File: src/rtl/dist_pkg.sv
// Shared types and constants for the echo distance filter.
// Holds the FSM state encoding, the centimetre value type, and the range limits.
package dist_pkg;

    typedef enum logic [1:0] {ST_IDLE, ST_DIV, ST_AVG, ST_OUT} dist_st_t;

    typedef logic [9:0] cm_t;

    localparam logic [6:0] US_PER_CM = 7'd58;
    localparam cm_t        MIN_CM    = 10'd2;
    localparam cm_t        MAX_CM    = 10'd400;
    localparam int         AVG_LOG2  = 2;
    localparam int         AVG_DEPTH = 1 << AVG_LOG2;

endpackage

File: src/rtl/seq_div16.sv
// 16-bit by constant restoring divider, one quotient bit per cycle, MSB first.
// Latency: start, then 16 cycles; done_o is high in the last one and quotient_o is valid the cycle after. start_i restarts it.
module seq_div16 #(
    parameter logic [6:0] DIVISOR = 7'd58
) (
    input  logic        clk,
    input  logic        rst,
    input  logic        start_i,
    input  logic [15:0] dividend_i,
    output logic [15:0] quotient_o,
    output logic        done_o
);

    logic [15:0] acc_q, acc_d;
    logic [6:0]  rem_q, rem_d;
    logic [3:0]  cnt_q, cnt_d;
    logic        run_q, run_d;
    logic [7:0]  trial;
    logic [7:0]  diff;
    logic        fits;

    // acc_q shifts the dividend out of the top while quotient bits enter at the bottom
    always_comb begin
        acc_d = acc_q;
        rem_d = rem_q;
        cnt_d = cnt_q;
        run_d = run_q;
        trial = {rem_q, acc_q[15]};
        diff  = trial - {1'b0, DIVISOR};
        fits  = (trial >= {1'b0, DIVISOR});
        if (start_i) begin
            acc_d = dividend_i;
            rem_d = 7'd0;
            cnt_d = 4'd0;
            run_d = 1'b1;
        end else if (run_q) begin
            acc_d = {acc_q[14:0], fits};
            rem_d = fits ? diff[6:0] : trial[6:0];
            cnt_d = cnt_q + 4'd1;
            if (cnt_q == 4'd15) begin
                run_d = 1'b0;
            end
        end
    end

    always_ff @(posedge clk or posedge rst) begin
        if (rst) begin
            acc_q <= 16'd0;
            rem_q <= 7'd0;
            cnt_q <= 4'd0;
            run_q <= 1'b0;
        end else begin
            acc_q <= acc_d;
            rem_q <= rem_d;
            cnt_q <= cnt_d;
            run_q <= run_d;
        end
    end

    assign done_o     = run_q && (cnt_q == 4'd15);
    assign quotient_o = acc_q;

endmodule

File: src/rtl/echo_dist_filter.sv
// Echo width (us) -> cm via sequential divide, 4-sample moving average, range/timeout flagging.
// Latency 18 cycles per measurement (1 for timeout); strobes arriving while busy are dropped and flagged on overrun.
module echo_dist_filter
    import dist_pkg::*;
(
    input  logic        clk,
    input  logic        rst,
    input  logic [15:0] meas_us,
    input  logic        meas_valid,
    input  logic        meas_timeout,
    output logic [9:0]  dist_cm,
    output logic        dist_valid,
    output logic        dist_err,
    output logic        busy,
    output logic        overrun
);

    dist_st_t    state_q, state_d;
    cm_t         cm_q, cm_d;
    logic        err_q, err_d;
    logic        ovr_q, ovr_d;
    cm_t         buf_q [AVG_DEPTH];
    cm_t         buf_d [AVG_DEPTH];
    logic [1:0]  wp_q, wp_d;
    logic        empty_q, empty_d;
    logic        div_start;
    logic        div_done;
    logic [15:0] quo;
    logic [11:0] sum4;
    logic [11:0] sum4_rnd;

    seq_div16 #(
        .DIVISOR (US_PER_CM)
    ) u_div (
        .clk        (clk),
        .rst        (rst),
        .start_i    (div_start),
        .dividend_i (meas_us),
        .quotient_o (quo),
        .done_o     (div_done)
    );

    always_comb begin
        state_d   = state_q;
        cm_d      = cm_q;
        err_d     = err_q;
        wp_d      = wp_q;
        empty_d   = empty_q;
        buf_d     = buf_q;
        div_start = 1'b0;
        sum4      = 12'd0;
        sum4_rnd  = 12'd0;
        ovr_d     = (state_q != ST_IDLE) && (meas_valid || meas_timeout);
        case (state_q)
            ST_IDLE: begin
                if (meas_timeout) begin
                    err_d   = 1'b1;
                    empty_d = 1'b1;
                    state_d = ST_OUT;
                end else if (meas_valid) begin
                    div_start = 1'b1;
                    state_d   = ST_DIV;
                end
            end
            ST_DIV: begin
                if (div_done) begin
                    state_d = ST_AVG;
                end
            end
            ST_AVG: begin
                state_d = ST_OUT;
                if (quo < {6'd0, MIN_CM}) begin
                    err_d   = 1'b1;
                    empty_d = 1'b1;
                end else if (quo > {6'd0, MAX_CM}) begin
                    err_d   = 1'b1;
                    cm_d    = MAX_CM;
                    empty_d = 1'b1;
                end else begin
                    err_d   = 1'b0;
                    empty_d = 1'b0;
                    // First good sample after an error seeds the whole window
                    if (empty_q) begin
                        for (int i = 0; i < AVG_DEPTH; i++) begin
                            buf_d[i] = quo[9:0];
                        end
                        wp_d = 2'd1;
                    end else begin
                        buf_d[wp_q] = quo[9:0];
                        wp_d        = wp_q + 2'd1;
                    end
                    for (int i = 0; i < AVG_DEPTH; i++) begin
                        sum4 = sum4 + {2'd0, buf_d[i]};
                    end
                    sum4_rnd = sum4 + 12'd2;
                    cm_d     = sum4_rnd[11:2];
                end
            end
            ST_OUT: begin
                state_d = ST_IDLE;
            end
            default: begin
                state_d = ST_IDLE;
            end
        endcase
    end

    always_ff @(posedge clk or posedge rst) begin
        if (rst) begin
            state_q <= ST_IDLE;
            cm_q    <= '0;
            err_q   <= 1'b0;
            ovr_q   <= 1'b0;
            wp_q    <= 2'd0;
            empty_q <= 1'b1;
            for (int i = 0; i < AVG_DEPTH; i++) begin
                buf_q[i] <= '0;
            end
        end else begin
            state_q <= state_d;
            cm_q    <= cm_d;
            err_q   <= err_d;
            ovr_q   <= ovr_d;
            wp_q    <= wp_d;
            empty_q <= empty_d;
            buf_q   <= buf_d;
        end
    end

    assign dist_cm    = cm_q;
    assign dist_err   = err_q;
    assign dist_valid = (state_q == ST_OUT);
    assign busy       = (state_q != ST_IDLE);
    assign overrun    = ovr_q;

endmodule

File: config.mk
export PLATFORM = sky130hd
export DESIGN_NAME = echo_dist_filter
export DESIGN_NICKNAME = d
export VERILOG_FILES = /design/src/rtl/dist_pkg.sv /design/src/rtl/seq_div16.sv /design/src/rtl/echo_dist_filter.sv
export SDC_FILE = /design/constraint.sdc
export NUM_CORES = 1
export LEC_CHECK = 0
export CAP_MARGIN = 10
export CORE_MARGIN = 2
export CORE_UTILIZATION = 69
export DETAILED_ROUTE_END_ITERATION = 16
export DONT_BUFFER_PORTS = 1
export PLACE_DENSITY = 0.94
export SLEW_MARGIN = 5
export SYNTH_ARGS = -nofsm -noshare
export SYNTH_HDL_FRONTEND = slang
export SYNTH_SLANG_ARGS = --single-unit
File: constraint.sdc
create_clock -name clk -period 10.5 [get_ports clk]
set_input_delay 1.575 -clock clk [delete_from_list [all_inputs] [get_ports clk]]
set_output_delay 1.575 -clock clk [all_outputs]
set_load 0.05 [all_outputs]
* Word-level counts from Yosys, hierarchy flattened
Index checks and enable logic that the tools add are counted.
Word-level totals: bits of input ports 20, bits in registers 85, logic and storage cells 78
Cells by class: muxes and demuxes 30, add/subtract/negate cells 7, bitwise operators 3, equal/unequal tests 7, $lt $le $gt $ge 5, reduce and logical (&&, ||, !) cells 12
Operator list (count):
- 2-to-1 mux 40 bit | 4
- bitwise mux 40 bit | 1
- 2-to-1 mux 16 bit | 2
- 2-to-1 mux 7 bit | 3
- demux 10 bit (select 2 bit) | 1
- 2-to-1 mux 10 bit | 2
- greater-than comparator 16 x 9 -> 1 bit (second input constant) | 1
- less-than comparator 16 x 2 -> 1 bit (second input constant) | 1
- adder 11 x 10 -> 12 bit | 1
- adder 12 x 10 -> 12 bit | 1
- adder 12 x 2 -> 12 bit (second input constant) | 1
- adder 10 x 10 -> 11 bit | 1
- 2-to-1 mux 1 bit | 9
- >= comparator 8 x 6 -> 1 bit (second input constant) | 1
- 2-to-1 mux 2 bit | 4
- 2-to-1 mux 4 bit | 2
- one-hot mux 2 bit (4 select lines) | 1
- subtractor 7 x 6 -> 7 bit (second input constant) | 1
- AND reduction 2 bit | 3
- nonzero test 2 bit | 3
- adder 4 x 1 -> 4 bit (second input constant) | 1
- equality test 2 bit (second input constant) | 2
- equality test 4 bit (second input constant) | 1
- inequality test 2 bit (second input constant) | 2
- 12 further kinds | 15

* Depth between registers and ports, before layout
Gate-level depths: netlist of run 1.
word-level depth 15, gate-level depth with buffers 15, gate-level depth less buffers 15

* Hierarchy
Synthesis of run 1 repeated with hierarchy kept, for this count alone.
Second synthesis, totals: cell total of the unflattened synthesis 539, area total of the unflattened synthesis 5217.5 sq um
By module, submodules not included:
- echo_dist_filter | sequential area each 1427.6 sq um, cells each 393, area each 3763.6 sq um, instances 1
- seq_div16 | sequential area each 700.7 sq um, cells each 146, area each 1453.9 sq um, instances 1

* Worst setup path after synthesis of run 1
OpenSTA, ideal clock, no wires.
kind reg-to-reg, from register wp_q[0], to register cm_q[8] (netlist: dist_cm[8]), setup time 0.120 ns, setup slack 6.098 ns, buffers on the path 0, arrival time 4.283 ns, cell stages (with the launch flop) 15, required time 10.380 ns, path through dfrtp_1 -> inv_1 -> ha_1 -> nor2_1 -> mux2_2 -> fa_1 -> inv_1 -> fa_1 -> inv_1 -> ha_1 -> and4_1 -> a221oi_4 -> o31ai_2 -> or4b_1 -> and3_1
Between the ends: word-level cells in the longest chain between the ends 15, elaborated cells between the ends (all ways) 16
RTL lines:
- from (decl) | line echo_dist_filter.sv:24 | logic [1:0] wp_q, wp_d;
- from (signal assigned) | line echo_dist_filter.sv:124 | wp_q <= wp_d;
- NOT 2 -> 3 bit (not written as such) (*) | line echo_dist_filter.sv:89 | buf_d[wp_q] = quo[9:0];
- >= comparator 3 bit (not written as such) / less-than comparator 3 x 1 -> 1 bit (equally long branches) | line echo_dist_filter.sv:89
- logical AND 1 bit (not written as such) | line echo_dist_filter.sv:89
- 2-to-1 mux 10 bit (not written as such) | line echo_dist_filter.sv:89
- demux 10 bit (select 2 bit) (*) | line echo_dist_filter.sv:89
- bitwise mux 40 bit (*) | line echo_dist_filter.sv:89
- 2-to-1 mux 40 bit (*) | line echo_dist_filter.sv:83 | if (empty_q) begin
- 2-to-1 mux 40 bit (*) | line echo_dist_filter.sv:75 | end else if (quo > {6'd0, MAX_CM}) begin
- 2-to-1 mux 40 bit (*) | line echo_dist_filter.sv:72 | if (quo < {6'd0, MIN_CM}) begin
- 2-to-1 mux 40 bit (*) | line echo_dist_filter.sv:54 | case (state_q)
- adder 10 x 10 -> 11 bit | line echo_dist_filter.sv:93 | sum4 = sum4 + {2'd0, buf_d[i]};
- adder 11 x 10 -> 12 bit | line echo_dist_filter.sv:93
- adder 12 x 10 -> 12 bit (*) | line echo_dist_filter.sv:93
- adder 12 x 2 -> 12 bit (*) | line echo_dist_filter.sv:95 | sum4_rnd = sum4 + 12'd2;
- 2-to-1 mux 10 bit (*) | line echo_dist_filter.sv:75
- to (signal assigned) | line echo_dist_filter.sv:121 | cm_q <= cm_d;
- to (decl) | line echo_dist_filter.sv:19 | cm_t cm_q, cm_d;
Every way passes the cells marked *; elsewhere a longest branch is shown, timed or not. The select of a mux whose other input is x is not followed. A chain may end at the register's enable or synchronous reset.

* Worst setup path after layout of run 1
Same ends and word-level chain as after synthesis.

==> reports/metrics.yaml, run 1 <==
status:
  status: "finished, final reports clean"
synthesis:
  synth.top_cell.area_share: 0.4175
  ys_types: 46
  yosys_warnings: 0
  synth_top_cell_by_area: "dfrtp_1"
  synth.area.top_cells: "dfrtp_1 42%, mux2_2 11%, fa_1 7.6%"
  syn-cell-area_mm2: 0.005035
  synth_edf_count: 0
  ys_seq_area_frac: 0.4227
  synth_nets: 533
  synth_flop_cell: "dfrtp_1"
  syn_inst: 473
  synthArstFlopShare: 1.000
  ys_ff_latch: 85
  avgSynthCellArea_um2: 10.64
floorplan:
  die-area_mm2: 0.007996
  die_x_um: 89.42
  io_pins: 34
  die_h_um: 89.42
  num_rows: 31
  start_util: 0.7017
  core-area_mm2: 0.007176
clocking:
  max-clock-path-buffers: 2
  clk_latency_ns: 0.36
  clkTransAtPathRegs_ns: 0.09
  root_buffer: "clkbuf_8"
  h-tree-depth: 3
  clock_sinks: 85
  cts_tree: "built"
  hold_buffers: 0
  cts_resized: 0
  cts_buffers: 9
  post_cts_buffers: 0
grt:
  gr-total-overflow: 0
  grt_max_degree: 86
  grt_use_met1: 0.3561
  grt_first_pass_wirelength_um: 17020
  met3_usage: 0.04524
  grt_use_total: 0.2812
  gr-usage-met2: 0.4828
  antenna_found_initial: 0
  grt_pass1_vias: 3569
  busiest_layer: "met2"
timing:
  maxSlewViolCount: 0
  hold_viol_final: 0
  finalCritPeriodShare: 0.4886
  clock_skew_ns: 0.01605
  worstMarginPinSlew_ns: 1.146
  worst_slack_ns: 5.370
  relSlewSlack: 0.2331
  final.setup.tns_ns: 0
  rsz0062_at_grt: "false"
  period_needed_ns: 5.130
  finalSetupViolations: 0
  timing.fmax_mhz: 194.9
detailed_routing:
  drt_first_pass_iters: 5
  num_vias: 3518
  avgViaCountPerCell: 6.129
  antenna_left: 0
  wire_per_inst_um: 18.23
  drt-initial-drc-count: 333
  drcViolationCount: 0
  wirelength_um: 10460
critical_path:
  cp_slowest_cell: "nor2_1"
  path_delay_family: "adder cells"
  required_ns: 10.76
  critPathLaunchType: "register"
  endpoint_kind: "register"
  crit_path_max_incr_delay_ns: 0.86
  path_buf_inv: 2
  crit_type: "register to register"
  path_cells: "ha_1 -> nor2_1 -> mux2_2 -> fa_1 -> inv_1 -> fa_1 -> inv_1 -> ha_1 -> a21oi_1 -> o21ai_0 -> a31oi_1 -> o31ai_2 -> or4b_1 -> and3_1"
  critPathMaxFanout: 10
  crit_arrival_ns: 5.39
placed_design:
  io_buffers: 0
  pre_cts_ws_ns: 5.536
  dpl.cell_count: 556
  dpl.hpwl_um: 7055
  place_area_mm2: 0.005120
  gp_congestion: 0.8187
flow_run:
  drv_cap: 0
layout:
  syn_to_final_growth_pct: 6.362
  fillCellCount: 433
  drive_above_1_share: 0.1642
  fin_nets: 530
  final_area_mm2: 0.005355
  n_antenna_cell: 0
  fin_cells: 574
min_path:
  hold_path_class: "register to register"
kinds of logic (layout without fill, tap and decap cells):
kind of cell,count (synthesis),in the layout,share of synthesized area
buffers and inverters,71,73,0.05567
xor gates and xnor gates,13,13,0.02261
adders and majority gates,40,40,0.1277
and+or+nand+nor,95,95,0.08648
DFF,85,85,0.4227
AOI/OAI and AO/OA,82,82,0.09891
muxes,87,87,0.1859
cells in the final DEF, fill, tap and decap left out, types with 2 or more instances in the layout:
cell	count
a21o_1	2
a21oi_1	46
a22o_1	4
a31oi_1	2
and3_1	4
buf_4	5
bufinv_16	2
clkbuf_8	9
clkinv_2	3
clkinv_4	2
dfrtp_1	84
fa_1	19
ha_1	21
inv_1	49
mux2_2	48
mux2i_1	38
nand2_1	12
nand3_1	5
nand4_1	3
nor2_1	54
nor2b_1	3
nor3_1	4
nor4_1	3
o21ai_0	16
xnor2_1	9
xor2_1	4
layout make-up:
cell class              instances  area (um^2)  area share
repair buffers                  7        57.56     0.01075
well taps                      99        123.9     0.02313
clock inverters                 6        87.58     0.01636
multi-input cells             317         2641      0.4932
clock buffers                  10        127.6     0.02383
flip-flops and latches         85         2128      0.3974
inverters                      50        188.9     0.03528
registers in the layout, indices dropped and copies added (netlist names):
| name | count |
|---|---|
| dist_err | 1 |
| empty_q | 1 |
| state_q | 2 |
| u_div.run_q | 1 |
| dist_cm | 10 |
| wp_q | 2 |
| u_div.quotient_o | 16 |
| u_div.rem_q | 7 |
| u_div.cnt_q | 4 |
| overrun | 1 |
| buf_q | 40 |
synth_stat cells, types with 2 or more instances:
cell / number
nor4_1: 3
o21ai_0: 16
fa_1: 19
nand3_1: 5
inv_1: 50
mux2i_1: 38
nand2_1: 12
nor3_1: 4
clkbuf_1: 11
nand4_1: 3
a31oi_1: 2
nor2b_1: 3
and3_1: 4
mux2_2: 48
ha_1: 21
xnor2_1: 9
a21o_1: 2
a21oi_1: 46
a22o_1: 4
dfrtp_1: 84
buf_2: 8
xor2_1: 4
nor2_1: 54
per-stage QoR:
| step | hold slack (ns) | utilization |
|---|---|---|
| 3_3_place_gp | 0.4830 | 0.7135 |
| 4_1_cts | 0.5111 | 0.7435 |
| 2_1_floorplan | 0.4749 | - |
| 6_report | 0.5100 | 0.7463 |
| 5_1_grt | 0.5262 | 0.7463 |
| 3_5_place_dp | 0.4907 | 0.7135 |
per-layer routing:
metal  part of all wire  vias to the layer above
met1               0.41                     1777
li1                   -                     1603
met3              0.044                       32
met5                  0                        -
met4              0.025                        0
met2               0.52                      106
final timing paths:
kind	cells after the start	start	slack (ns)	to
max	14	wp_q[0]	5.37	dist_cm[8]
min	1	buf_q[13]	0.51	buf_q[13]
max reg2reg	14	wp_q[0]	5.37	dist_cm[8]
min reg2reg	1	buf_q[13]	0.51	buf_q[13]
max in group asynchronous	2	rst	8.36	buf_q[5]
min in group asynchronous	2	rst	1.41	state_q[0]
Power of run 1 is not shown: default switching activity piles up to over one toggle a cycle in this logic, so the estimate is an artifact.
==> run 2: changes to the inputs <==
- CORE_UTILIZATION: 69 -> 58
- PLACE_DENSITY: 0.94 -> 0.85
- clock period: 10.5 -> 4.1 ns (I/O delays scaled with it)
==> run 2 against run 1 <==
  * Critical path depth rose by 1
  * Non-clock buffer count rose by 23
  * Count of clock-buffer cells in the layout did not move
  * Setup slack got worse by 5.3 ns
  * Register-to-register slack got worse by 5.3 ns
  * Flip-flop and latch count did not move
  * Design area rose by 7.2%
  * First-iteration DRC count fell by 57%
  * Critical endpoint unchanged
==> reports/metrics.yaml, run 2 (synthesis gave the netlist of run 1 again) <==
clocking:
  clock_sinks: 85  # unchanged
  max-clock-path-buffers: 2  # unchanged
  cts_tree: "built"  # unchanged
  cts_buffers: 9  # unchanged
  clk_latency_ns: 0.37  # was 0.36 ns
  clkTransAtPathRegs_ns: 0.09  # about the same
  h-tree-depth: 3  # unchanged
  root_buffer: "clkbuf_8"  # unchanged
critical_path:
  critPathLaunchType: "register"  # unchanged
  reg2reg_depth: 15  # was 14
  crit_type: "register to register"  # unchanged
  crit_start: "wp_q[0]"  # unchanged
  endpoint_kind: "register"  # unchanged
  critPathMaxFanout: 4  # was 10
  r2r_start: "wp_q[0]"  # unchanged
  crit_arrival_ns: 4.26  # was 5.39 ns
  reg2reg_slack_ns: 0.1  # was 5.37 ns
  required_ns: 4.36  # was 10.76 ns
  reg2reg_to: "dist_cm[8]"  # unchanged
layout:
  fillCellCount: 561  # was 433
  top_register: "buf_q"  # unchanged
  fin_nets: 553  # was 530
  final_cell_mix: "83 x dfrtp_1, 52 x nor2_1, 46 x inv_1"  # was 84 x dfrtp_1, 54 x nor2_1, 49 x inv_1
  multiInputGateArea_mm2: 0.002810  # was 0.002641 mm^2
  final_common_cell: "dfrtp_1"  # unchanged
  drive_above_1_share: 0.2450  # was 0.1642
  seq_area_mm2: 0.002130  # was 0.002128 mm^2
  largest_reg_flops: 40  # unchanged
  syn_to_final_growth_pct: 14.07  # was 6.362%
  n_antenna_cell: 0  # unchanged
timing:
  finalSetupViolations: 0  # unchanged
  finalCritPeriodShare: 0.9759  # was 0.4886
  final.setup.tns_ns: 0  # unchanged
  hold_ws_ns: 0.03205  # was 0.5100 ns
  timing.fmax_mhz: 249.9  # was 194.9 MHz
  hold_viol_final: 0  # unchanged
  clock_skew_ns: 0.01145  # was 0.01605 ns
  worstMarginPinSlew_ns: 1.157  # was 1.146 ns
  maxSlewViolCount: 0  # unchanged
  relSlewSlack: 0.2266  # was 0.2331
  period_needed_ns: 4.001  # was 5.130 ns
floorplan:
  start_util: 0.6067  # was 0.7017
  num_rows: 33  # was 31
  die-area_mm2: 0.009442  # was 0.007996 mm^2
  die_h_um: 97.17  # was 89.42 um
  io_pins: 34  # unchanged
  die_x_um: 97.17  # was 89.42 um
  core-area_mm2: 0.008299  # was 0.007176 mm^2
detailed_routing:
  num_vias: 3536  # was 3518
  wire_per_inst_um: 18.45  # was 18.23 um
  avgViaCountPerCell: 5.864  # was 6.129
  antenna_left: 0  # unchanged
  drt_first_pass_iters: 4  # was 5
  drcViolationCount: 0  # unchanged
  wirelength_um: 11130  # was 10460 um
  drt-initial-drc-count: 142  # was 333
placed_design:
  dpl.hpwl_um: 7409  # was 7055 um
  gp_congestion: 0.9101  # was 0.8187
  io_buffers: 0  # unchanged
status:
  status: "finished, final reports clean"  # unchanged
grt:
  antenna_found_initial: 0  # unchanged
  grt_first_pass_wirelength_um: 18270  # was 17020 um
  gr-total-overflow: 0  # unchanged
  grt_pass1_vias: 3702  # was 3569
  grt_max_degree: 64  # was 86
  grt_use_total: 0.2417  # was 0.2812
min_path:
  hold_path_class: "input port to asynchronous set/reset pin"  # was register to register
flow_run:
  drv_cap: 0  # unchanged
-- run 2: timing repair --
| action | 4_1_cts | 5_1_grt |
|---|---|---|
| pin swaps | 6 | 7 |
| gates resized for setup | 12 | 14 |
| hold buffers | 0 | 0 |
| endpoints found under the setup margin | 2 | 6 |
| buffers inserted | 4 | 2 |
-- run 2: routing by layer --
layer,track usage,up-vias,part of all wire
li1,-,1643,-
met1,0.3138,1773,0.43
met2,0.4038,91,0.50
met3,0.04101,29,0.036
met4,0.09967,0,0.029
met5,0,-,0
-- run 2: stage by stage --
| stage | instances | utilization | setup slack, ns | cell area [um^2] |
|---|---|---|---|---|
| after global placement | 579 | 0.6409 | 0.01965 | 5319 |
| after detailed placement | 579 | 0.6409 | -0.09131 | 5319 |
| final | 603 | 0.6920 | 0.09866 | 5743 |
| after global routing | 603 | 0.6920 | -0.01352 | 5743 |
| after CTS | 599 | 0.6760 | 0.001505 | 5610 |
| after floorplan | 473 | - | 0.005388 | 5099 |
-- run 2: critical path, cell delays in order (launching register included) --
cell,delay [ns]
dfrtp_2,0.45
inv_2,0.08
ha_2,0.20
nor2_4,0.15
buf_6,0.12
mux2_2,0.34
fa_1,0.49
inv_1,0.06
fa_1,0.50
inv_1,0.07
ha_4,0.26
and4_4,0.17
a221oi_4,0.29
o31ai_4,0.08
or4b_1,0.49
and3_1,0.15
-- run 2: area by class of cell --
class,instances,area share
Multi-Input combinational cell,317,0.4893
Sequential cell,85,0.3708
Timing Repair Buffer,30,0.05076
Inverter,50,0.03290
Tap cell,105,0.02288
Clock buffer,10,0.02222
Clock inverter,6,0.01111
-- run 2: how the worst max path moves through the flow --
| stage | to | slack [ns] | cells past startpoint |
|---|---|---|---|
| 6_report | dist_cm[8] | 0.1 | 15 |
| 4_1_cts | dist_cm[8] | 0.002 | 15 |
| 3_5_place_dp | dist_cm[8] | -0.09 | 14 |
| 2_1_floorplan | dist_cm[8] | 0.005 | 13 |
| 3_3_place_gp | dist_cm[8] | 0.02 | 14 |
| 5_1_grt | dist_cm[8] | -0.01 | 14 |
Power of run 2 is left out for the same reason.
